**config.mk**
```make
export PLATFORM = sky130hd
export DESIGN_NAME = spi_byte_engine
export DESIGN_NICKNAME = d
export VERILOG_FILES = /design/src/rtl/spi_byte_engine.sv
export SDC_FILE = /design/constraint.sdc
export NUM_CORES = 1
export LEC_CHECK = 0
export BUFFER_PORTS_ARGS = -buffer_cell sky130_fd_sc_hd__buf_2
export CORE_MARGIN = 2
export CORE_UTILIZATION = 50
export DETAILED_ROUTE_END_ITERATION = 8
export PLACE_DENSITY = 0.7
export RECOVER_POWER = 50
export SLEW_MARGIN = 10
export SYNTH_ARGS = -nofsm -noshare
export SYNTH_HDL_FRONTEND = slang
export SYNTH_SLANG_ARGS = --single-unit
```
**constraint.sdc**
```tcl
create_clock -name clk -period 2.15 [get_ports clk]
set_clock_uncertainty 0.05 [all_clocks]
set_input_delay 0.215 -clock clk [delete_from_list [all_inputs] [get_ports clk]]
set_output_delay 0.215 -clock clk [all_outputs]
set_load 0.05 [all_outputs]
```
**src/rtl/spi_byte_engine.sv**
```systemverilog
// spi_byte_engine
//   SPI mode-0 (CPOL=0, CPHA=0) master byte shifter. One byte is launched per
//   accepted start pulse. The byte goes out MSB-first on mosi and miso is
//   shifted in at the same time. Each received byte is pushed to an external
//   RX FIFO. Chip select belongs to the upstream controller and is not driven here.
//
// Parameters
//   CLK_DIV     clk cycles per sclk half-period (1..255)
//
// Ports
//   clk         system clock
//   rst         synchronous, active-high reset
//   start       launch one byte (ignored while active)
//   tx_data     byte to send, captured when start is accepted
//   clk_enable  0 freezes the divider, sclk and mosi while a byte is in flight
//   miso        serial data from the slave
//   rx_full     RX FIFO full, looked at only on the final edge of a byte
//   sclk        SPI clock, idles low
//   mosi        serial data to the slave, holds its last bit between bytes
//   active      high while a byte is in flight
//   rx_write    one-cycle push strobe to the RX FIFO
//   rx_wdata    received byte, held after the push
//   done        one-cycle pulse at the end of every byte (pushed or dropped)
//   overflow    sticky flag: a byte completed while rx_full was high
module spi_byte_engine #(
  parameter int CLK_DIV = 4
) (
  input  logic       clk,
  input  logic       rst,
  input  logic       start,
  input  logic [7:0] tx_data,
  input  logic       clk_enable,
  input  logic       miso,
  input  logic       rx_full,
  output logic       sclk,
  output logic       mosi,
  output logic       active,
  output logic       rx_write,
  output logic [7:0] rx_wdata,
  output logic       done,
  output logic       overflow
);

  localparam logic [7:0] DIV_MAX = 8'(CLK_DIV - 1);

  typedef enum logic [2:0] {
    ST_IDLE    = 3'd0,
    ST_SETUP   = 3'd1,
    ST_SCLK_HI = 3'd2,
    ST_SCLK_LO = 3'd3,
    ST_FINISH  = 3'd4
  } state_t;

  state_t      state_q, state_d;
  logic [7:0]  div_cnt_q, div_cnt_d;
  logic [2:0]  bit_cnt_q, bit_cnt_d;
  logic [7:0]  tx_sr_q, tx_sr_d;
  logic [7:0]  rx_sr_q, rx_sr_d;
  logic        sclk_q, sclk_d;
  logic        mosi_q, mosi_d;
  logic        active_q, active_d;
  logic        rx_write_q, rx_write_d;
  logic [7:0]  rx_wdata_q, rx_wdata_d;
  logic        done_q, done_d;
  logic        overflow_q, overflow_d;
  logic        phase_end_s;

  // A phase ends only on an enabled cycle with the divider at its top value.
  assign phase_end_s = clk_enable && (div_cnt_q == DIV_MAX);

  // State register and all registered outputs.
  always_ff @(posedge clk) begin
    if (rst) begin
      state_q    <= ST_IDLE;
      div_cnt_q  <= 8'd0;
      bit_cnt_q  <= 3'd0;
      tx_sr_q    <= 8'd0;
      rx_sr_q    <= 8'd0;
      sclk_q     <= 1'b0;
      mosi_q     <= 1'b0;
      active_q   <= 1'b0;
      rx_write_q <= 1'b0;
      rx_wdata_q <= 8'd0;
      done_q     <= 1'b0;
      overflow_q <= 1'b0;
    end else begin
      state_q    <= state_d;
      div_cnt_q  <= div_cnt_d;
      bit_cnt_q  <= bit_cnt_d;
      tx_sr_q    <= tx_sr_d;
      rx_sr_q    <= rx_sr_d;
      sclk_q     <= sclk_d;
      mosi_q     <= mosi_d;
      active_q   <= active_d;
      rx_write_q <= rx_write_d;
      rx_wdata_q <= rx_wdata_d;
      done_q     <= done_d;
      overflow_q <= overflow_d;
    end
  end

  // Next-state, divider and shifter logic.
  always_comb begin
    state_d    = state_q;
    div_cnt_d  = div_cnt_q;
    bit_cnt_d  = bit_cnt_q;
    tx_sr_d    = tx_sr_q;
    rx_sr_d    = rx_sr_q;
    sclk_d     = sclk_q;
    mosi_d     = mosi_q;
    active_d   = active_q;
    rx_write_d = 1'b0;
    rx_wdata_d = rx_wdata_q;
    done_d     = 1'b0;
    overflow_d = overflow_q;

    // The divider runs in every busy state but freezes while clk_enable is low.
    if (state_q == ST_IDLE) begin
      div_cnt_d = 8'd0;
    end else if (phase_end_s) begin
      div_cnt_d = 8'd0;
    end else if (clk_enable) begin
      div_cnt_d = div_cnt_q + 8'd1;
    end else begin
      div_cnt_d = div_cnt_q;
    end

    case (state_q)
      ST_IDLE: begin
        if (start) begin
          tx_sr_d   = tx_data;
          mosi_d    = tx_data[7];
          bit_cnt_d = 3'd7;
          active_d  = 1'b1;
          state_d   = ST_SETUP;
        end else begin
          state_d = ST_IDLE;
        end
      end
      // SETUP and SCLK_LO both end with a rising edge that samples miso.
      ST_SETUP, ST_SCLK_LO: begin
        if (phase_end_s) begin
          sclk_d  = 1'b1;
          rx_sr_d = {rx_sr_q[6:0], miso};
          state_d = ST_SCLK_HI;
        end else begin
          state_d = state_q;
        end
      end
      ST_SCLK_HI: begin
        if (phase_end_s) begin
          sclk_d = 1'b0;
          if (bit_cnt_q == 3'd0) begin
            state_d = ST_FINISH;
          end else begin
            // Next bit goes out on the falling edge; tx_sr[7] is the bit just sent.
            bit_cnt_d = bit_cnt_q - 3'd1;
            tx_sr_d   = {tx_sr_q[6:0], 1'b0};
            mosi_d    = tx_sr_q[6];
            state_d   = ST_SCLK_LO;
          end
        end else begin
          state_d = ST_SCLK_HI;
        end
      end
      ST_FINISH: begin
        if (phase_end_s) begin
          active_d = 1'b0;
          done_d   = 1'b1;
          if (!rx_full) begin
            rx_write_d = 1'b1;
            rx_wdata_d = rx_sr_q;
          end else begin
            overflow_d = 1'b1;
          end
          state_d = ST_IDLE;
        end else begin
          state_d = ST_FINISH;
        end
      end
      default: begin
        state_d  = ST_IDLE;
        active_d = 1'b0;
        sclk_d   = 1'b0;
      end
    endcase
  end

  assign sclk     = sclk_q;
  assign mosi     = mosi_q;
  assign active   = active_q;
  assign rx_write = rx_write_q;
  assign rx_wdata = rx_wdata_q;
  assign done     = done_q;
  assign overflow = overflow_q;

endmodule

```
# Yosys cells after proc, flatten, opt, wreduce, memory -nomap -nowiden
# Index checks and enable logic that the tools add are counted.
# Widths: inputs -> output; s select.
# totals
mem_count	0
latch_bits	0
rom_bits	0
output_inout_bits	14
ramBits	0
ff_bits	43
wordCells	70
inputBits	14
# op_classes
bitwise_logic	5
eq_ne	10
n_mul	0
shifts	0
div_mod_pow	0
n_addsub	2
magnitude_cmp	0
n_mux	25
n_reduce_logical	16
# ops
cell	count
$mux 3	7
$mux 7	3
$pmux 7 s2	1
$pmux 3 s4	1
$reduce_and 3->1	4
$ne 2x2->1 const B	5
$mux 1	9
$reduce_or 3->1	3
$add 8x1->8 const B	1
$eq 8x2->1 const B	1
$eq 3x2->1 const B	2
$logic_not 3->1	2
$pmux 1 s3	2
$pmux 3 s2	1
$reduce_or 2->1	3
$not 1->1	5
$reduce_and 4->1	1
$eq 3x1->1 const B	1
$eq 3x3->1 const B	1
$sub 3x1->3 const B	1
$pmux 1 s2	1
$reduce_and 2->1	1
$reduce_bool 2->1	1
$logic_and 1x1->1	1

# Logic depth before layout (Yosys ltp)
# Gate-level depths: netlist of run 1.
# depth
ltp_word	4
depth_mapped	7
ltp_nobuf	6

# Worst setup path before layout of run 1
# Ideal clock, no wire load.
# synth_path
path_kind	register to register
start	register div_cnt_q[0]
end	register state_q[2]
path_slack_ns	0.423
stages_incl_launch_ff	6
synth_period_minus_slack_ns	1.727
path_buffers	0
setup_ns	0.079
required_ns	2.021
arrival_time_ns	1.597
path_cell_list	dfxtp_1 ha_1 and4bb_2 nand2_2 or4_1 a211oi_2
# synth_via
elab_chain_cells	4
elab_cells_between_ends	6
cone_classes	2 x eq/ne; 3 x mux; 1 x reduce/logical
# synth_lines
item	line_no	source
start: declaration	55	logic [7:0] div_cnt_q, div_cnt_d;
start signal: assignment	88	div_cnt_q <= div_cnt_d;
$eq 8x2->1 *	69	assign phase_end_s = clk_enable && (div_cnt_q == DIV_MAX);
$logic_and 1x1->1 *	69	
$mux 3, on equally long branches	167, 151	
$pmux 3 s4	128	case (state_q)
end signal: assignment	87	state_q <= state_d;
end: declaration	54	state_t state_q, state_d;
# Every way passes the cells marked *; elsewhere a longest branch is shown, timed or not.
# A chain may end at the register's enable or synchronous reset.

# Worst setup path in the final report of run 1
# Same ends and word-level chain as after synthesis.

==> flow_summary.yaml, run 1 <==
run_status:
  status: "complete, no violations"
routing:
  wl_microns: 3391
  vias_per_cell: 5.192
  wl_per_cell_microns: 12.07
  num_vias: 1459
  first_pass_iters: 4
  ant_nets: 0
  drt_iter0_markers: 110
  drc: 0
worst_setup_path:
  end_kind: "flop"
  path_max_fanout: 6
  r2r_setup_slack_ns: 0.23
  critical_path_class: "flop to flop"
  cp-start-kind: "flop"
  crit_arrival_ns: 2.10
  rr_startpoint: "div_cnt_q[0]$_SDFFE_PP0P_"
  critPathMaxStageDelay_ns: 0.51
  startpoint: "div_cnt_q[0]$_SDFFE_PP0P_"
  crit_family: "simple AND/OR/NAND/NOR gates"
  critPathRequiredTime_ns: 2.32
  critPathSlowestCell: "or4_1"
  cp_cell_sequence: "ha_1 > and4bb_1 > nand2_2 > or4_1 > a211oi_2"
  cp_num_buf_inv: 0
run:
  max-cap-violations: 0
final_layout:
  nets: 249
  synthToLayoutAreaGrowth_pct: 16.00
  nFillCells: 340
  drive_gt1_frac: 0.1330
  ff_latch_area_sq_um: 860.8
  multi_input_area_sq_um: 879.6
  antenna_cells: 0
  final_area_sq_um: 2141
yosys:
  synth_nets: 224
  avgSynthCellArea_sq_um: 8.916
  synthCells: 207
  synth_cell_types: 34
  ys_ff_latch: 43
  netlist_area_sq_um: 1846
  ys.warnings.count: 0
  synth-seq-area-share: 0.4664
grt:
  antenna_found_initial: 0
  grt_pass1_vias: 1337
  grt_overflow: 0
  grt_pass1_wl_microns: 5899
  grt_max_degree: 37
  grt_use_total: 0.1838
hold_path:
  min_path_type: "input port to flop"
  worstHoldStart: "tx_data[0]"
power_and_ir_drop:
  p_clk_frac: 0.441
  pwr-share-seq: 0.493
  p_sw_w: 0.0003606
  power_density_nw_per_um2: 786.1
  switching_share: 0.2143
  ir_worst_vdd_v: 0.0004069
  p_comb_frac: 0.065
  p_leak_nw: 0.8283
  intPower_w: 0.001322
floorplanning:
  design.die.area_sq_um: 4193
  coreArea_sq_um: 3606
  rows: 22
  start_util: 0.5118
  die_x_microns: 64.76
  dieHeight_microns: 64.76
  io-pin-count: 28
cts:
  clock_latency_ns: 0.30
  clock_path_buffers: 2
  cts-htree-levels: 2
  clock-sinks: 43
  cts_buffers: 5
  cts.reportedPaths.clkPinSlew_ns: 0.08
  cts_hold_buffers: 0
  cts_setup_buffers: 0
  cts_tree: "built"
  cts_resized: 0
  cts-root-buf: "clkbuf_8"
sta:
  tightestPinTransition_ns: 0.6395
  hold_viol_final: 0
  report.final.slew_viol_count: 0
  fin_crit_sh: 0.8948
  period_needed_ns: 1.924
  max_freq_mhz: 519.8
  tns_ns: 0
  rsz0062_at_grt: "false"
  setup_viol: 0
  slew_headroom: 0.5737
place:
  io_buffers: 27
  place_congestion: 0.7879
  dp_hpwl_microns: 2259
  placed_cell_area_sq_um: 2026
==> cell usage in the layout, fill, tap and decap left out <==
master	instances
buf_4	6
a221oi_1	7
nand2b_1	1
a31oi_1	2
dfxtp_1	43
nor3b_2	1
nand2_1	19
o211a_1	1
and2_0	1
nor3_1	3
a211oi_2	1
nand4_1	5
o21ai_0	2
nand2_2	1
clkinvlp_4	1
nand3_1	12
buf_2	13
a211oi_1	2
or4_1	1
a21oi_1	13
bufinv_16	2
clkbuf_1	15
xor2_1	3
nor4b_1	2
or3_1	1
xnor2_1	4
clkbuf_8	5
nand3b_1	1
ha_1	3
nor2b_1	8
a311oi_1	8
inv_1	10
nor4_4	1
and4bb_1	1
a41oi_1	1
mux2i_1	9
nor2_1	23
o21bai_1	1
==> cell type report <==
type,count,area share
Sequential cell,43,0.4021
Clock buffer,5,0.03214
Clock inverter,3,0.03156
Timing Repair Buffer,34,0.07773
Inverter,10,0.01753
Multi-Input combinational cell,138,0.4109
Tap cell,48,0.02805
==> through the flow <==
stage / setup WS (ns) / utilization / hold slack, ns / std cells / power (W)
floorplan: 0.4233 / - / 0.3010 / 207 / 0.0009291
global placement: 0.3446 / 0.5618 / 0.3943 / 273 / 0.0009594
detailed placement: 0.2841 / 0.5618 / 0.4006 / 273 / 0.0009605
CTS: 0.2642 / 0.5996 / 0.1128 / 281 / 0.001700
global route: 0.06734 / 0.5937 / 0.1067 / 281 / 0.001753
finish: 0.2262 / 0.5937 / 0.1174 / 281 / 0.001683
==> kinds of logic after synthesis <==
kind of cell / share of synthesized area
AOI/OAI and AO/OA: 0.1478
xor gates and xnor gates: 0.03322
adders and majority gates: 0.02034
buffers and inverters: 0.05695
DFF: 0.4664
muxes: 0.04882
and+or+nand+nor: 0.2265
==> Yosys cell counts <==
library cell,n,area share
a211oi_1,2,0.0081
a211oi_2,1,0.0068
a21oi_1,13,0.035
a221oi_1,7,0.033
a311oi_1,8,0.038
a31oi_1,2,0.0068
a41oi_1,1,0.0047
and2_1,1,0.0034
and4bb_2,1,0.0068
buf_2,6,0.016
clkbuf_1,10,0.020
dfxtp_1,43,0.47
ha_1,3,0.020
inv_1,10,0.020
mux2i_1,9,0.049
nand2_1,19,0.039
nand2_2,1,0.0034
nand2b_1,1,0.0034
nand3_1,12,0.033
nand3b_1,1,0.0041
nand4_1,5,0.017
nor2_1,23,0.047
nor2b_1,8,0.027
nor3_1,3,0.0081
nor3b_2,1,0.0068
nor4_4,1,0.012
nor4b_1,2,0.0095
o211a_1,1,0.0054
o21ai_0,2,0.0054
o21bai_1,1,0.0041
or3_1,1,0.0034
or4_1,1,0.0041
xnor2_1,4,0.019
xor2_1,3,0.014
==> tightest hold or removal path, stage by stage <==
cell,delay (ns)
buf_2,0.09
nand2_1,0.05
a21oi_1,0.05
==> path summary, 6_finish.rpt <==
check / end / cells after the start
setup / recovery: state_q[2]$_SDFFE_PP0P_ / 5
hold / removal: tx_sr_q[0]$_SDFFE_PP0P_ / 3
setup reg to reg: state_q[2]$_SDFFE_PP0P_ / 5
hold reg to reg: rx_sr_q[7]$_SDFFE_PP0P_ / 2
==> power groups by stage <==
stage | Clock (W) | Combinational [W] | Sequential [W]
after detailed placement | 0 | 0.000112 | 0.000849
after floorplan | 0 | 0.0000745 | 0.000855
after global routing | 0.000796 | 0.000124 | 0.000833
final | 0.000743 | 0.000110 | 0.000830
after global placement | 0 | 0.000111 | 0.000848
after CTS | 0.000758 | 0.000112 | 0.000830
==> routing by layer <==
layer / track usage / vias to the layer above / part of all wire
met4: 0.08777 / 0 / 0.011
li1: - / 771 / -
met5: 0 / - / 0
met1: 0.2230 / 665 / 0.50
met3: 0.06597 / 2 / 0.038
met2: 0.2887 / 21 / 0.45
==> state kept, by name (all words and copies together), names as in the netlist <==
name and flops:
div_cnt_q 8, rx_sr_q 8, rx_wdata 8, tx_sr_q 7
bit_cnt_q 3, state_q 3, active 1, done 1
mosi 1, overflow 1, rx_write 1, sclk 1
Power figures use the tool's default switching activity.
==> run 2, diff against run 1 <==
--- a/config.mk
+++ b/config.mk
@@ -6,10 +6,9 @@
 export NUM_CORES = 1
 export LEC_CHECK = 0
 export BUFFER_PORTS_ARGS = -buffer_cell sky130_fd_sc_hd__buf_2
-export CORE_MARGIN = 2
-export CORE_UTILIZATION = 50
+export CORE_UTILIZATION = 30
 export DETAILED_ROUTE_END_ITERATION = 8
-export PLACE_DENSITY = 0.7
+export PLACE_DENSITY = 0.46
 export RECOVER_POWER = 50
 export SLEW_MARGIN = 10
 export SYNTH_ARGS = -nofsm -noshare
==> run 2 against run 1 <==
  * Global-route usage fell by 6.0 points
  * Via count rose by 3.7%
  * Power fell by 12%
  * Wire length rose by 10%
  * Cell area barely moved
  * Sequential share of layout area barely moved
==> flow_summary.yaml, run 2 (synthesized netlist as in run 1, its figures left out) <==
grt:
  grt_pass1_vias: 1280
  grt_overflow: 0
  grt_max_degree: 26
  grt_use_total: 0.1241
  antenna_found_initial: 0
  grt_pass1_wl_microns: 6189
worst_setup_path:
  crit_family: "simple AND/OR/NAND/NOR gates"
  cp_num_buf_inv: 0
  rr_startpoint: "div_cnt_q[0]$_SDFFE_PP0P_"
  end_kind: "flop"
  critPathMaxStageDelay_ns: 0.51
  path_max_fanout: 6
  r2r_setup_slack_ns: 0.25
  r2r_end: "state_q[2]$_SDFFE_PP0P_"
  cp-start-kind: "flop"
  cp_cell_sequence: "ha_1 > and4bb_1 > nand2_2 > or4_1 > a211oi_2"
  reg2reg_depth: 5
  critical_path_class: "flop to flop"
  crit_arrival_ns: 2.07
  critPathRequiredTime_ns: 2.32
  critPathSlowestCell: "or4_1"
cts:
  cts_resized: 0
  clock_latency_ns: 0.30
  cts.reportedPaths.clkPinSlew_ns: 0.09
  cts_tree: "built"
  clock_path_buffers: 2
  cts-root-buf: "clkbuf_8"
  cts-htree-levels: 2
  cts_buffers: 5
  cts_hold_buffers: 0
  clock-sinks: 43
  cts_setup_buffers: 0
routing:
  wl_per_cell_microns: 12.10
  wl_microns: 3738
  first_pass_iters: 4
  ant_nets: 0
  num_vias: 1513
  drt_iter0_markers: 83
  drc: 0
  vias_per_cell: 4.896
sta:
  tightestPinTransition_ns: 0.6064
  slew_headroom: 0.5975
  rsz0062_at_grt: "false"
  max_freq_mhz: 526.0
  tns_ns: 0
  report.final.slew_viol_count: 0
  setup_viol: 0
  hold_viol_final: 0
  period_needed_ns: 1.901
  fin_crit_sh: 0.8842
power_and_ir_drop:
  ir_worst_vdd_v: 0.0002409
  power_density_nw_per_um2: 690.8
  p_leak_nw: 0.8131
final_layout:
  final_core_util: 0.3614
  antenna_cells: 0
  drive_gt1_frac: 0.1410
  nFillCells: 616
  nets: 250
  synthToLayoutAreaGrowth_pct: 15.93
  layout_common_cells: "43 x dfxtp_1, 23 x nor2_1, 19 x nand2_1"
  layout_commonest_cell: "dfxtp_1"
floorplanning:
  die_x_microns: 80.43
  coreArea_sq_um: 5921
  rows: 28
  io-pin-count: 28
  design.die.area_sq_um: 6469
  start_util: 0.3117
  dieHeight_microns: 80.43
place:
  dp_hpwl_microns: 2514
  io_buffers: 27
  place_congestion: 0.7640
hold_path:
  min_path_type: "input port to flop"
  worstHoldStart: "tx_data[0]"
  hold_path_depth: 3
  worstHoldEndpoint: "tx_sr_q[0]$_SDFFE_PP0P_"
run:
  max-cap-violations: 0
run_status:
  status: "complete, no violations"
==> run 2: changes by cell type in the layout (fill, tap and decap cells not counted) <==
cell	before	now
inv_6	0	1
bufinv_16	2	0
clkbuf_2	0	1
clkbuf_1	15	14
buf_4	6	7
clkinvlp_4	1	2
and2_1	0	1
and2_0	1	0
==> run 2: per-layer routing <==
layer  share of wire  wire length (microns)  up-vias  track usage
li1                -                      -      780            -
met1            0.50                   1860      687       0.1709
met2            0.44                   1632       42       0.1797
met3           0.049                    184        4      0.03068
met4           0.016                     61        0      0.05714
met5               0                      0        -            0
==> run 2: how the worst max path moves through the flow <==
stage | to | startpoint | cells after the start | slack [ns]
finish | state_q[2]$_SDFFE_PP0P_ | div_cnt_q[0]$_SDFFE_PP0P_ | 5 | 0.25
global route | state_q[2]$_SDFFE_PP0P_ | div_cnt_q[0]$_SDFFE_PP0P_ | 5 | 0.1
global placement | state_q[2]$_SDFFE_PP0P_ | div_cnt_q[0]$_SDFFE_PP0P_ | 5 | 0.34
floorplan | state_q[2]$_SDFFE_PP0P_ | div_cnt_q[0]$_SDFFE_PP0P_ | 5 | 0.42
detailed placement | state_q[2]$_SDFFE_PP0P_ | div_cnt_q[0]$_SDFFE_PP0P_ | 5 | 0.32
CTS | state_q[2]$_SDFFE_PP0P_ | div_cnt_q[0]$_SDFFE_PP0P_ | 5 | 0.28
==> run 2: area by class of cell <==
cell class	count	area (sq um)	share of cell area
inverter	10	37.54	0.01754
timing repair buffer	35	175.2	0.08187
clock buffer	5	68.82	0.03216
sequential	43	860.8	0.4023
clock inverter	3	23.77	0.01111
tap	75	93.84	0.04386
multi-input combinational	138	879.6	0.4111
==> run 2: where the power goes <==
part / switching, W / leakage [nW] / internal, W
combinational: 0.0000691 / 0.423 / 0.0000457
sequential: 0.0000142 / 0.350 / 0.000817
clock: 0.000300 / 0.0408 / 0.000233
total: 0.000383 / 0.813 / 0.00110
==> run 2: worst reg2reg max path, delay by kind of cell (launching register included) <==
family	cells	cell delay [ns]
DFF	1	0.39
adders and majority gates	1	0.22
AOI/OAI and AO/OA	1	0.19
and+or+nand+nor	3	0.98
==> run 2: stage by stage <==
stage          area (sq um)  setup slack (ns)   power, W  hold slack [ns]  instances
2_1_floorplan          1846            0.4233  0.0009291           0.3010        207
3_3_place_gp           2067            0.3412  0.0009678           0.3970        301
3_5_place_dp           2067            0.3203  0.0009661           0.4006        301
4_1_cts                2160            0.2751   0.001503           0.1001        309
5_1_grt                2140           0.09800   0.001557           0.1134        309
6_report               2140            0.2489   0.001478           0.1053        309
==> run 3, diff against run 2 <==
--- a/config.mk
+++ b/config.mk
@@ -6,9 +6,11 @@
 export NUM_CORES = 1
 export LEC_CHECK = 0
 export BUFFER_PORTS_ARGS = -buffer_cell sky130_fd_sc_hd__buf_2
+export CELL_PAD_IN_SITES_DETAIL_PLACEMENT = 0
+export CELL_PAD_IN_SITES_GLOBAL_PLACEMENT = 1
 export CORE_UTILIZATION = 30
 export DETAILED_ROUTE_END_ITERATION = 8
-export PLACE_DENSITY = 0.46
+export PLACE_DENSITY = 0.58
 export RECOVER_POWER = 50
 export SLEW_MARGIN = 10
 export SYNTH_ARGS = -nofsm -noshare
==> run 3 against run 2 <==
  * Worst setup slack got worse by 0.029 ns
  * Combinational power is essentially flat
  * Non-clock buffer count decreased by 1
  * Sequential power is essentially flat
  * Critical endpoint unchanged
  * Largest power group unchanged
==> flow_summary.yaml, run 3 (synthesized netlist as in run 1, its figures left out) <==
worst_setup_path:
  critPathRequiredTime_ns: 2.32
  path_max_fanout: 6
  cp-start-kind: "flop"
  crit_arrival_ns: 2.10
  critical_path_class: "flop to flop"
  r2r_setup_slack_ns: 0.22
  reg2reg_depth: 5
  end_kind: "flop"
sta:
  hold-worst-slack_ns: 0.1046
  rsz0062_at_grt: "false"
  max_freq_mhz: 518.1
  tns_ns: 0
  report.final.slew_viol_count: 0
  hold_viol_final: 0
  setup_ws_ns: 0.2200
  setup_viol: 0
  fin_crit_sh: 0.8977
  slew_headroom: 0.5881
  tightestPinTransition_ns: 0.6205
  period_needed_ns: 1.930
power_and_ir_drop:
  switching_share: 0.2316
  p_comb_frac: 0.072
  power_density_nw_per_um2: 729.7
  p_sw_w: 0.0003637
  p_clk_frac: 0.399
  intPower_w: 0.001207
  ir_worst_vdd_v: 0.0003713
  p_leak_nw: 0.8262
  pwr-share-seq: 0.529
grt:
  grt_max_degree: 25
  antenna_found_initial: 0
  grt_overflow: 0
  grt_pass1_wl_microns: 6479
  grt_use_total: 0.1309
  grt_pass1_vias: 1314
final_layout:
  nets: 249
  final_core_util: 0.3635
  layout_common_cells: "43 x dfxtp_1, 23 x nor2_1, 19 x nand2_1"
  synthToLayoutAreaGrowth_pct: 16.61
  drive_gt1_frac: 0.1373
  antenna_cells: 0
  nFillCells: 639
  ff_latch_area_sq_um: 860.8
  multi_input_area_sq_um: 879.6
  final_area_sq_um: 2152
  layout_commonest_cell: "dfxtp_1"
hold_path:
  min_path_type: "input port to flop"
  hold_path_depth: 3
cts:
  cts_tree: "built"
  clock_path_buffers: 2
  cts_resized: 0
  cts_setup_buffers: 0
  cts_hold_buffers: 0
  clock_latency_ns: 0.29
  clock-sinks: 43
  cts-root-buf: "clkbuf_8"
  cts-htree-levels: 2
  cts.reportedPaths.clkPinSlew_ns: 0.08
  cts_buffers: 5
run_status:
  status: "complete, no violations"
routing:
  drc: 0
  wl_microns: 3825
  wl_per_cell_microns: 12.42
  vias_per_cell: 4.786
  first_pass_iters: 4
  drt_iter0_markers: 89
  ant_nets: 0
  num_vias: 1474
place:
  io_buffers: 27
  dp_hpwl_microns: 2535
  pre_cts_ws_ns: 0.2736
  placed_cell_area_sq_um: 2059
  place_congestion: 0.7207
floorplanning:
  die_x_microns: 80.43
  start_util: 0.3117
  dieHeight_microns: 80.43
  coreArea_sq_um: 5921
  rows: 28
  io-pin-count: 28
  design.die.area_sq_um: 6469
run:
  max-cap-violations: 0
## run 3: cell count changes in the layout (fill, tap and decap cells not counted)
cell,before,now
clkinvlp_4,2,0
buf_4,7,6
inv_6,1,0
clkinv_4,0,1
clkinv_2,0,1
bufinv_16,0,1
## run 3: layout make-up
class	instances	area share
tap	75	0.04360
inverter	10	0.01744
clock inverter	3	0.02035
clock buffer	5	0.03198
multi-input combinational	138	0.4087
sequential	43	0.4000
timing repair buffer	34	0.07791
## run 3: worst max-delay path: stages, from the launching register on
cell	delay, ns
dfxtp_1	0.40
ha_1	0.24
and4bb_1	0.36
nand2_2	0.13
or4_1	0.51
a211oi_2	0.17
## run 3: worst paths after layout
check	from	to
max reg2reg	div_cnt_q[0]$_SDFFE_PP0P_	state_q[2]$_SDFFE_PP0P_
min	tx_data[0]	tx_sr_q[0]$_SDFFE_PP0P_
min reg2reg	rx_sr_q[7]$_SDFFE_PP0P_	rx_sr_q[7]$_SDFFE_PP0P_
max	div_cnt_q[0]$_SDFFE_PP0P_	state_q[2]$_SDFFE_PP0P_
## run 3: through the flow
stage                     cells  power [W]
after floorplan             207  0.0009291
after global placement      300  0.0009652
after detailed placement    300  0.0009643
after CTS                   308   0.001601
after global routing        308   0.001648
final                       308   0.001570
## run 3: power by group through the flow
stage          registers, W  clock network (W)   logic, W
3_5_place_dp       0.000849                  0   0.000115
4_1_cts            0.000831           0.000654   0.000116
6_report           0.000830           0.000626   0.000114
3_3_place_gp       0.000849                  0   0.000116
5_1_grt            0.000834           0.000687   0.000128
2_1_floorplan      0.000855                  0  0.0000745
## run 3: metal layers
layer,GRT usage,up-vias,part of all wire
met2,0.1915,26,0.43
met3,0.04205,5,0.049
met4,0.05357,0,0.013
li1,-,777,-
met5,0,-,0
met1,0.1754,666,0.51
